`config.mk`:
```
export PLATFORM = sky130hd
export DESIGN_NAME = lsu_mem_ctrl_flat
export DESIGN_NICKNAME = d
export VERILOG_FILES = /design/src/rtl/lsu_mem_ctrl_if.sv /design/src/rtl/lsu_mem_ctrl.sv /design/src/flat_wrapper.sv
export SDC_FILE = /design/constraint.sdc
export NUM_CORES = 1
export LEC_CHECK = 0
export ABC_CLOCK_PERIOD_IN_PS = 4800
export CORE_MARGIN = 4
export CORE_UTILIZATION = 40
export CTS_BUF_LIST = sky130_fd_sc_hd__clkbuf_4 sky130_fd_sc_hd__clkbuf_8
export DETAILED_ROUTE_END_ITERATION = 8
export HOLD_SLACK_MARGIN = 0.1
export PLACE_DENSITY = 0.75
export SLEW_MARGIN = 20
export SYNTH_ARGS = -nofsm -noshare
export SYNTH_HDL_FRONTEND = slang
export SYNTH_SLANG_ARGS = --single-unit
```
`constraint.sdc`:
```
create_clock -name clk -period 4.8 [get_ports clk]
set_input_delay 0.96 -clock clk [delete_from_list [all_inputs] [get_ports clk]]
set_output_delay 0.96 -clock clk [all_outputs]
set_load 0.005 [all_outputs]
```
`src/rtl/lsu_mem_ctrl_if.sv`:
```
// Execute-stage request, data-memory bus and writeback signals of the load/store sequencer.
// slave = the sequencer; master = the execute stage and memory around it.
interface lsu_mem_ctrl_if;
    logic        req_valid;
    logic        req_ready;
    logic        req_we;
    logic [2:0]  req_f3;
    logic [31:0] req_addr;
    logic [31:0] req_wdata;
    logic [4:0]  req_rd;

    logic        mem_req;
    logic        mem_we;
    logic [31:0] mem_addr;
    logic [3:0]  mem_be;
    logic [31:0] mem_wdata;
    logic        mem_ack;
    logic [31:0] mem_rdata;

    logic        wb_en;
    logic [4:0]  wb_reg;
    logic [31:0] wb_val;

    logic        busy;
    logic        bus_err;

    modport slave (
        input  req_valid, req_we, req_f3, req_addr, req_wdata, req_rd, mem_ack, mem_rdata,
        output req_ready, mem_req, mem_we, mem_addr, mem_be, mem_wdata,
               wb_en, wb_reg, wb_val, busy, bus_err
    );

    modport master (
        output req_valid, req_we, req_f3, req_addr, req_wdata, req_rd, mem_ack, mem_rdata,
        input  req_ready, mem_req, mem_we, mem_addr, mem_be, mem_wdata,
               wb_en, wb_reg, wb_val, busy, bus_err
    );
endinterface

```
`src/rtl/lsu_mem_ctrl.sv`:
```
// Load/store sequencer between execute and a single-ported data memory, with ack timeout.
// Optional MISALIGN_TRAP_EN: misaligned half/word ops skip memory and pulse the misalign output.
module lsu_mem_ctrl #(
    parameter int unsigned MAX_WAIT = 15,
    parameter int unsigned CNT_W    = 4
) (
    input  logic               clk,
    input  logic               rst,
    lsu_mem_ctrl_if.slave      bus
`ifdef MISALIGN_TRAP_EN
    ,
    output logic               misalign
`endif
);

    typedef enum logic [1:0] {IDLE, ACCESS, DONE} state_t;

    localparam logic [CNT_W-1:0] LAST_CNT = CNT_W'((MAX_WAIT == 0) ? 0 : MAX_WAIT - 1);

    state_t           state;
    logic [CNT_W-1:0] wait_cnt;
    logic             op_we;
    logic [2:0]       op_f3;
    logic [1:0]       op_lo;
    logic [4:0]       op_rd;

    logic f3_illegal;
    logic timeout;
`ifdef MISALIGN_TRAP_EN
    logic addr_misaligned;
`endif

    function automatic logic [3:0] byte_en(input logic [2:0] f3, input logic [1:0] lo);
        case (f3[1:0])
            2'b00:   byte_en = 4'b0001 << lo;
            2'b01:   byte_en = lo[1] ? 4'b1100 : 4'b0011;
            default: byte_en = 4'b1111;
        endcase
    endfunction

    function automatic logic [31:0] store_data(input logic [2:0] f3, input logic [31:0] wdata);
        case (f3[1:0])
            2'b00:   store_data = {4{wdata[7:0]}};
            2'b01:   store_data = {2{wdata[15:0]}};
            default: store_data = wdata;
        endcase
    endfunction

    function automatic logic [31:0] load_ext(input logic [2:0] f3, input logic [1:0] lo,
                                             input logic [31:0] rdata);
        logic [31:0] b;
        logic [31:0] h;
        b = rdata >> {lo, 3'b000};
        h = rdata >> {lo[1], 4'b0000};
        case (f3)
            3'b000:  load_ext = {{24{b[7]}}, b[7:0]};
            3'b001:  load_ext = {{16{h[15]}}, h[15:0]};
            3'b100:  load_ext = {24'h0, b[7:0]};
            3'b101:  load_ext = {16'h0, h[15:0]};
            default: load_ext = rdata;
        endcase
    endfunction

    // Stores only have byte/half/word; loads additionally have the unsigned byte/half forms.
    assign f3_illegal = bus.req_we ? (bus.req_f3[2] || bus.req_f3[1:0] == 2'b11)
                                   : (bus.req_f3 == 3'b011 || bus.req_f3[2:1] == 2'b11);
    assign timeout    = (MAX_WAIT != 0) && (wait_cnt == LAST_CNT);
`ifdef MISALIGN_TRAP_EN
    assign addr_misaligned = (bus.req_f3[1:0] == 2'b01 && bus.req_addr[0]) ||
                             (bus.req_f3[1:0] == 2'b10 && bus.req_addr[1:0] != 2'b00);
`endif

    assign bus.req_ready = (state == IDLE);
    assign bus.busy      = (state != IDLE);

    // NOTE: all state and registered outputs use non-blocking assignment so every read
    // in this block sees the pre-edge value, independent of statement order.
    always_ff @(posedge clk) begin
        if (rst) begin
            state         <= IDLE;
            wait_cnt      <= '0;
            op_we         <= 1'b0;
            op_f3         <= 3'b000;
            op_lo         <= 2'b00;
            op_rd         <= 5'd0;
            bus.mem_req   <= 1'b0;
            bus.mem_we    <= 1'b0;
            bus.mem_addr  <= 32'h0;
            bus.mem_be    <= 4'h0;
            bus.mem_wdata <= 32'h0;
            bus.wb_en     <= 1'b0;
            bus.wb_reg    <= 5'd0;
            bus.wb_val    <= 32'h0;
            bus.bus_err   <= 1'b0;
`ifdef MISALIGN_TRAP_EN
            misalign      <= 1'b0;
`endif
        end else begin
            bus.wb_en   <= 1'b0;
            bus.bus_err <= 1'b0;
`ifdef MISALIGN_TRAP_EN
            misalign    <= 1'b0;
`endif
            case (state)
                IDLE: begin
                    if (bus.req_valid) begin
                        op_we    <= bus.req_we;
                        op_f3    <= bus.req_f3;
                        op_lo    <= bus.req_addr[1:0];
                        op_rd    <= bus.req_rd;
                        wait_cnt <= '0;
                        if (f3_illegal) begin
                            state      <= DONE;
                            bus.wb_en  <= !bus.req_we && (bus.req_rd != 5'd0);
                            bus.wb_reg <= bus.req_rd;
                            bus.wb_val <= 32'h0;
`ifdef MISALIGN_TRAP_EN
                        end else if (addr_misaligned) begin
                            state    <= DONE;
                            misalign <= 1'b1;
`endif
                        end else begin
                            state         <= ACCESS;
                            bus.mem_req   <= 1'b1;
                            bus.mem_we    <= bus.req_we;
                            bus.mem_addr  <= {bus.req_addr[31:2], 2'b00};
                            bus.mem_be    <= byte_en(bus.req_f3, bus.req_addr[1:0]);
                            bus.mem_wdata <= store_data(bus.req_f3, bus.req_wdata);
                        end
                    end
                end
                ACCESS: begin
                    if (bus.mem_ack) begin
                        state       <= DONE;
                        bus.mem_req <= 1'b0;
                        if (!op_we) begin
                            bus.wb_en  <= (op_rd != 5'd0);
                            bus.wb_reg <= op_rd;
                            bus.wb_val <= load_ext(op_f3, op_lo, bus.mem_rdata);
                        end
                    end else if (timeout) begin
                        state       <= IDLE;
                        bus.mem_req <= 1'b0;
                        bus.bus_err <= 1'b1;
                    end else begin
                        wait_cnt <= wait_cnt + CNT_W'(1);
                    end
                end
                default: state <= IDLE;
            endcase
        end
    end

endmodule
```
`src/flat_wrapper.sv`:
```
// flat-port wrapper written by rule: the top's interface ports become plain ports
module lsu_mem_ctrl_flat 
#(
    parameter int unsigned MAX_WAIT = 15,
    parameter int unsigned CNT_W    = 4
)
  (clk, rst, bus_req_valid, bus_req_we, bus_req_f3, bus_req_addr, bus_req_wdata, bus_req_rd, bus_mem_ack, bus_mem_rdata, bus_req_ready, bus_mem_req, bus_mem_we, bus_mem_addr, bus_mem_be, bus_mem_wdata, bus_wb_en, bus_wb_reg, bus_wb_val, bus_busy, bus_bus_err);
  lsu_mem_ctrl_if bus_i ();
  input  logic clk;
  input  logic rst;
  input wire logic [$bits(bus_i.req_valid)-1:0] bus_req_valid;
  input wire logic [$bits(bus_i.req_we)-1:0] bus_req_we;
  input wire logic [$bits(bus_i.req_f3)-1:0] bus_req_f3;
  input wire logic [$bits(bus_i.req_addr)-1:0] bus_req_addr;
  input wire logic [$bits(bus_i.req_wdata)-1:0] bus_req_wdata;
  input wire logic [$bits(bus_i.req_rd)-1:0] bus_req_rd;
  input wire logic [$bits(bus_i.mem_ack)-1:0] bus_mem_ack;
  input wire logic [$bits(bus_i.mem_rdata)-1:0] bus_mem_rdata;
  output wire logic [$bits(bus_i.req_ready)-1:0] bus_req_ready;
  output wire logic [$bits(bus_i.mem_req)-1:0] bus_mem_req;
  output wire logic [$bits(bus_i.mem_we)-1:0] bus_mem_we;
  output wire logic [$bits(bus_i.mem_addr)-1:0] bus_mem_addr;
  output wire logic [$bits(bus_i.mem_be)-1:0] bus_mem_be;
  output wire logic [$bits(bus_i.mem_wdata)-1:0] bus_mem_wdata;
  output wire logic [$bits(bus_i.wb_en)-1:0] bus_wb_en;
  output wire logic [$bits(bus_i.wb_reg)-1:0] bus_wb_reg;
  output wire logic [$bits(bus_i.wb_val)-1:0] bus_wb_val;
  output wire logic [$bits(bus_i.busy)-1:0] bus_busy;
  output wire logic [$bits(bus_i.bus_err)-1:0] bus_bus_err;
  assign bus_i.req_valid = bus_req_valid;
  assign bus_i.req_we = bus_req_we;
  assign bus_i.req_f3 = bus_req_f3;
  assign bus_i.req_addr = bus_req_addr;
  assign bus_i.req_wdata = bus_req_wdata;
  assign bus_i.req_rd = bus_req_rd;
  assign bus_i.mem_ack = bus_mem_ack;
  assign bus_i.mem_rdata = bus_mem_rdata;
  assign bus_req_ready = bus_i.req_ready;
  assign bus_mem_req = bus_i.mem_req;
  assign bus_mem_we = bus_i.mem_we;
  assign bus_mem_addr = bus_i.mem_addr;
  assign bus_mem_be = bus_i.mem_be;
  assign bus_mem_wdata = bus_i.mem_wdata;
  assign bus_wb_en = bus_i.wb_en;
  assign bus_wb_reg = bus_i.wb_reg;
  assign bus_wb_val = bus_i.wb_val;
  assign bus_busy = bus_i.busy;
  assign bus_bus_err = bus_i.bus_err;
  lsu_mem_ctrl #(.MAX_WAIT(MAX_WAIT), .CNT_W(CNT_W)) u_core (.clk(clk), .rst(rst), .bus(bus_i));
endmodule
```
# Word-level counts from Yosys, hierarchy flattened
# Index checks and enable logic that the tools add are counted.
# word_totals
word_cells,91
reg_bits,124
inputBits,109
# classes
n_mux,35
n_eq_ne,17
n_bitwise,2
n_shift,3
n_addsub,1
n_reduce_logical,18
# ops
op,n
32-bit two-way mux,4
32-bit case mux with 2 select lines,2
32-bit case mux with 4 select lines,1
32-bit by 5-bit >> shifter with 16-bit output,1
32-bit by 5-bit >> shifter with 8-bit output,1
5-bit two-way mux,4
4-bit two-way mux,4
4-bit case mux with 2 select lines,2
"2-bit != test, second input constant",6
1-bit two-way mux,10
5-bit case mux with 2 select lines,1
5-bit nonzero test,2
2-bit two-way mux,4
4-bit AND reduction,2
"3-bit equality test, second input constant",2
5-bit AND reduction,1
"4-bit by 1-bit adder with 4-bit output, second input constant",1
"2-bit by 1-bit equality test with 1-bit output, second input constant",2
"2-bit equality test, second input constant",2
"4-bit equality test, second input constant",1
2-bit logical NOT,2
1-bit case mux with 2 select lines,2
2-bit case mux with 2 select lines,1
2-bit AND reduction,2
13 further kinds,16

# Depth between registers and ports, before layout
# logic_depth
word_depth,6
mapped_depth,7
depth_no_buf,6

# Worst setup path before layout
# Ideal clock, no wire load.
# synth_timing
path_kind,input-to-reg
from,in rst
to,reg u_core.bus.wb_val[16] (netlist bit)
setup_time_ns,0.068
path_buffers,2
required_ns,4.732
slack_ns,2.508
arrival_time_ns,2.224
stages,6
path_cell_list,buf_2 > or2_4 > a2111oi_2 > a31oi_1 > buf_6 > o2bb2ai_2
# synth_lines
item,line_no,rtl
"start, declared",flat_wrapper.sv:10,input logic rst;
"end signal, assigned",lsu_mem_ctrl.sv:139,"bus.wb_val <= load_ext(op_f3, op_lo, bus.mem_rdata);"
"end, declared",lsu_mem_ctrl_if.sv:30,"wb_en, wb_reg, wb_val, busy, bus_err"

# Final worst setup path
# layout_timing
from,in bus_req_f3[0]
to,reg u_core.bus.wb_val[15] (netlist bit)
# layout_between
elab_chain_len,5
elab_cells_between_ends,7
classes_between,3 x eq/ne; 1 x mux; 3 x reduce/logical
# layout_rtl
item,line_no,rtl
"start, declared",flat_wrapper.sv:13,input wire logic [$bits(bus_i.req_f3)-1:0] bus_req_f3;
3-bit by 2-bit equality test with 1-bit output / 2-bit equality test (equally long branches),"lsu_mem_ctrl.sv:66, lsu_mem_ctrl.sv:65",
"1-bit logical OR, on equally long branches","lsu_mem_ctrl.sv:66, lsu_mem_ctrl.sv:65",
1-bit two-way mux (*),lsu_mem_ctrl.sv:65,assign f3_illegal = bus.req_we ? (bus.req_f3[2] || bus.req_f3[1:0] == 2'b11)
2-bit by 1-bit != test with 1-bit output (no source line) (*),-,
5-bit AND reduction (no source line) (*),-,
# Mark *: on every way between the ends. The rest lies on a longest branch, timed or not.
# A chain may end at the register's enable or synchronous reset.

==> impl_metrics.toml <==
[outcome]
status = "finished clean"

[grt]
grt_use_total_pct = 20.6
grt_start_max_net_pins = 98
grt_antenna_before_repair = 0
overflow = 0
grt_pass1_wl_um = 26500
grt_pass1_vias = 5058

[placed_design]
dp.cells = 1019
gp_congestion = 0.841
dp_hpwl_um = 12100
io_buffers = 217

[hold_path]
hp-class = "reg -> reg"

[timing]
slew_violations = 0
hold_violations = 0
relSlewSlack_pct = 24.7
fmax_mhz = 328
fin_setup_tns_ps = 0
fin_worst_skew_ps = 9.97
rsz0062_at_grt = "false"
setup_viol = 0
worst_pin_slew_ps = 1130
fin_crit_ps = 3050
finalCritPeriodShare_pct = 63.6

[clock_tree]
htreeDepth = 4
clockBufferDepth = 2
cts_inserted_buffers = 17
cts_tree = "yes"
cts-hold-fix-buffers = 0
cts_resized = 0
post_cts.repair.setup_buffers = 0
clkTransAtPathRegs_ps = 70
clk_latency_ps = 440
clock-sinks = 124
cts-root-buf = "clkbuf_8"

[critical_path]
slowest_delay_ps = 770
crit_family = "compound AO/OA/AOI/OAI gates"
required_ps = 5170
startpoint_type = "input port"
crit_chain = "clkdlybuf4s50_1, buf_4, a21oi_1, o41ai_4, buf_4, a21oi_2, a32o_1"
critical_path.most_common_cell = "buf_4"
r2r_slack_ps = 2300
path_buf_inv = 3
cp_max_fo = 23
worst_path_max_delay_cell = "a21oi_2"
cp.arrival_ps = 3420
end_kind = "flip-flop"
path_class = "in -> reg"

[cells_and_area]
syn_to_final_growth_pct = 47.5
reg_top3 = "u_core.bus.mem_wdata: 32 flops, u_core.bus.wb_val: 32 flops, u_core.bus.mem_addr: 30 flops"
nNetsFinal = 973
diodes = 0
instances_no_fill = 1051
drive_gt1_share_pct = 7.66

[pwr]
power.switching_w = 0.000679
combPwrFrac_pct = 18.1
p_sw_share_pct = 26.0
ir_drop_mv = 0.181
leakagePower_nw = 2.98
p_int_w = 0.00194
finalPower_w = 0.00262
power_frac_clock_pct = 38.6
powerDensity_nw_per_um2 = 318
seqPwrFrac_pct = 43.3

[die]
num_rows = 42
die_h_um = 126
die_w_um = 126
core_area_um2 = 13500
io_pins = 220
die_area_um2 = 15900
start_util_pct = 41.4

[detailed_routing]
dr.pass1.iters = 5
drt_iter0_drc = 454
drc = 0
ant_nets = 0
viasPerCell = 5.14
vias = 5404
wl_um = 16900
wire_per_inst_um = 16.1

[logic_synthesis]
async_flop_share_pct = 0
ys_ff_latch = 124
synthDistinctLibCells = 56
ys_seq_area_share_pct = 44.6
avgSynthCellArea_um2 = 8.32
synth-edff-count = 0
ys_warn_count = 0
ys.flop_type = "dfxtp_1"
syn-instance-count = 670
synth_area_um2 = 5570

[run]
maxCapViolCount = 0
==> cells in the mapped netlist (all sizes together), types with 7 or more instances <==
cell / instances / area share (%)
o21ai: 37 / 3.3
nor2: 55 / 3.8
a221oi: 7 / 1.1
inv: 21 / 1.4
mux2i: 31 / 5.6
nand4: 8 / 0.90
nand2: 142 / 9.6
a311oi: 13 / 2.0
o2bb2ai: 16 / 3.6
clkbuf: 30 / 2.0
and2: 7 / 0.79
dfxtp: 124 / 45
nor3b: 10 / 1.4
buf: 23 / 2.7
a211oi: 14 / 1.9
o221ai: 7 / 1.1
a21oi: 77 / 7.0
==> worst reg2reg max path, cell delays in order (launching register included) <==
cell and delay [ps]:
dfxtp_1 820, inv_2 350, nor3_2 620, a31oi_2 350, o2bb2ai_1 280
==> logic make-up (layout without fill, tap and decap cells) <==
group / Yosys count / count (layout) / share of synthesized area (%)
multiplexers: 32 / 32 / 5.97
other: 1 / 2 / 0.0673
buffers and inverters: 74 / 278 / 6.11
AND/OR/NAND/NOR: 247 / 247 / 19.5
flip-flops: 124 / 124 / 44.6
adder cells (fa/ha/maj): 2 / 2 / 0.449
AO/OA/AOI/OAI: 190 / 190 / 23.4
==> path summary, 6_finish.rpt <==
path	from	endpoint	cells after the start
max	bus_req_f3[0]	u_core.bus.wb_val[15]	7
min	u_core.bus.mem_wdata[30]	u_core.bus.mem_wdata[30]	2
max reg2reg	u_core.op_f3[1]	u_core.bus.wb_val[31]	4
min reg2reg	u_core.bus.mem_wdata[30]	u_core.bus.mem_wdata[30]	2
==> routing by layer <==
layer	GRT usage [%]	part of all wire [%]
met5	0	0
met4	7.32	2.2
met3	6.69	7.0
met2	32.6	48
met1	26.6	43
==> power by group through the flow <==
stage / logic [W] / registers [W] / clock network, W
after floorplan: 0.000225 / 0.00115 / 0
after global placement: 0.000471 / 0.00115 / 0
after detailed placement: 0.000476 / 0.00115 / 0
after CTS: 0.000477 / 0.00113 / 0.00103
after global routing: 0.000517 / 0.00114 / 0.00108
final: 0.000473 / 0.00113 / 0.00101
==> cells in the final DEF, fill, tap and decap left out, drive strengths merged, types with 2 or more instances in the layout <==
cell	count
mux2i	31
o21bai	2
a21o	3
or3	2
o21ai	37
nor3	4
a311oi	13
nand2	142
clkdlybuf4s50	216
ha	2
a31oi	2
clkinv	6
inv	21
a2111oi	2
clkinvlp	2
clkbuf	20
nand4	8
or4	3
bufinv	4
a211oi	14
or2	2
nand2b	4
dfxtp	124
nor3b	10
a21oi	77
buf	9
nor2	55
o2bb2ai	16
and2	7
a221oi	7
o221ai	7
a21boi	2
conb	2
nor2b	2
nand3	4
nand3b	2
==> through the flow <==
step / utilization [%] / instance area (µm²) / setup WS (ps) / hold slack [ps]
final: 61.1 / 8220 / 1750 / 454
after global routing: 61.1 / 8220 / 1610 / 468
after CTS: 61.1 / 8220 / 1750 / 455
after detailed placement: 57.8 / 7780 / 1280 / 444
after global placement: 57.8 / 7780 / 1350 / 437
after floorplan: - / 5580 / 2510 / 431
==> final cells by class <==
class / instances / area, µm²
fillers: 1204 / 5230
multi-input cells: 473 / 2770
flip-flops and latches: 124 / 2480
repair buffers: 225 / 2230
clock buffers: 20 / 269
well taps: 176 / 220
clock inverters: 12 / 169
inverters: 21 / 78.8
Power figures use the tool's default switching activity.
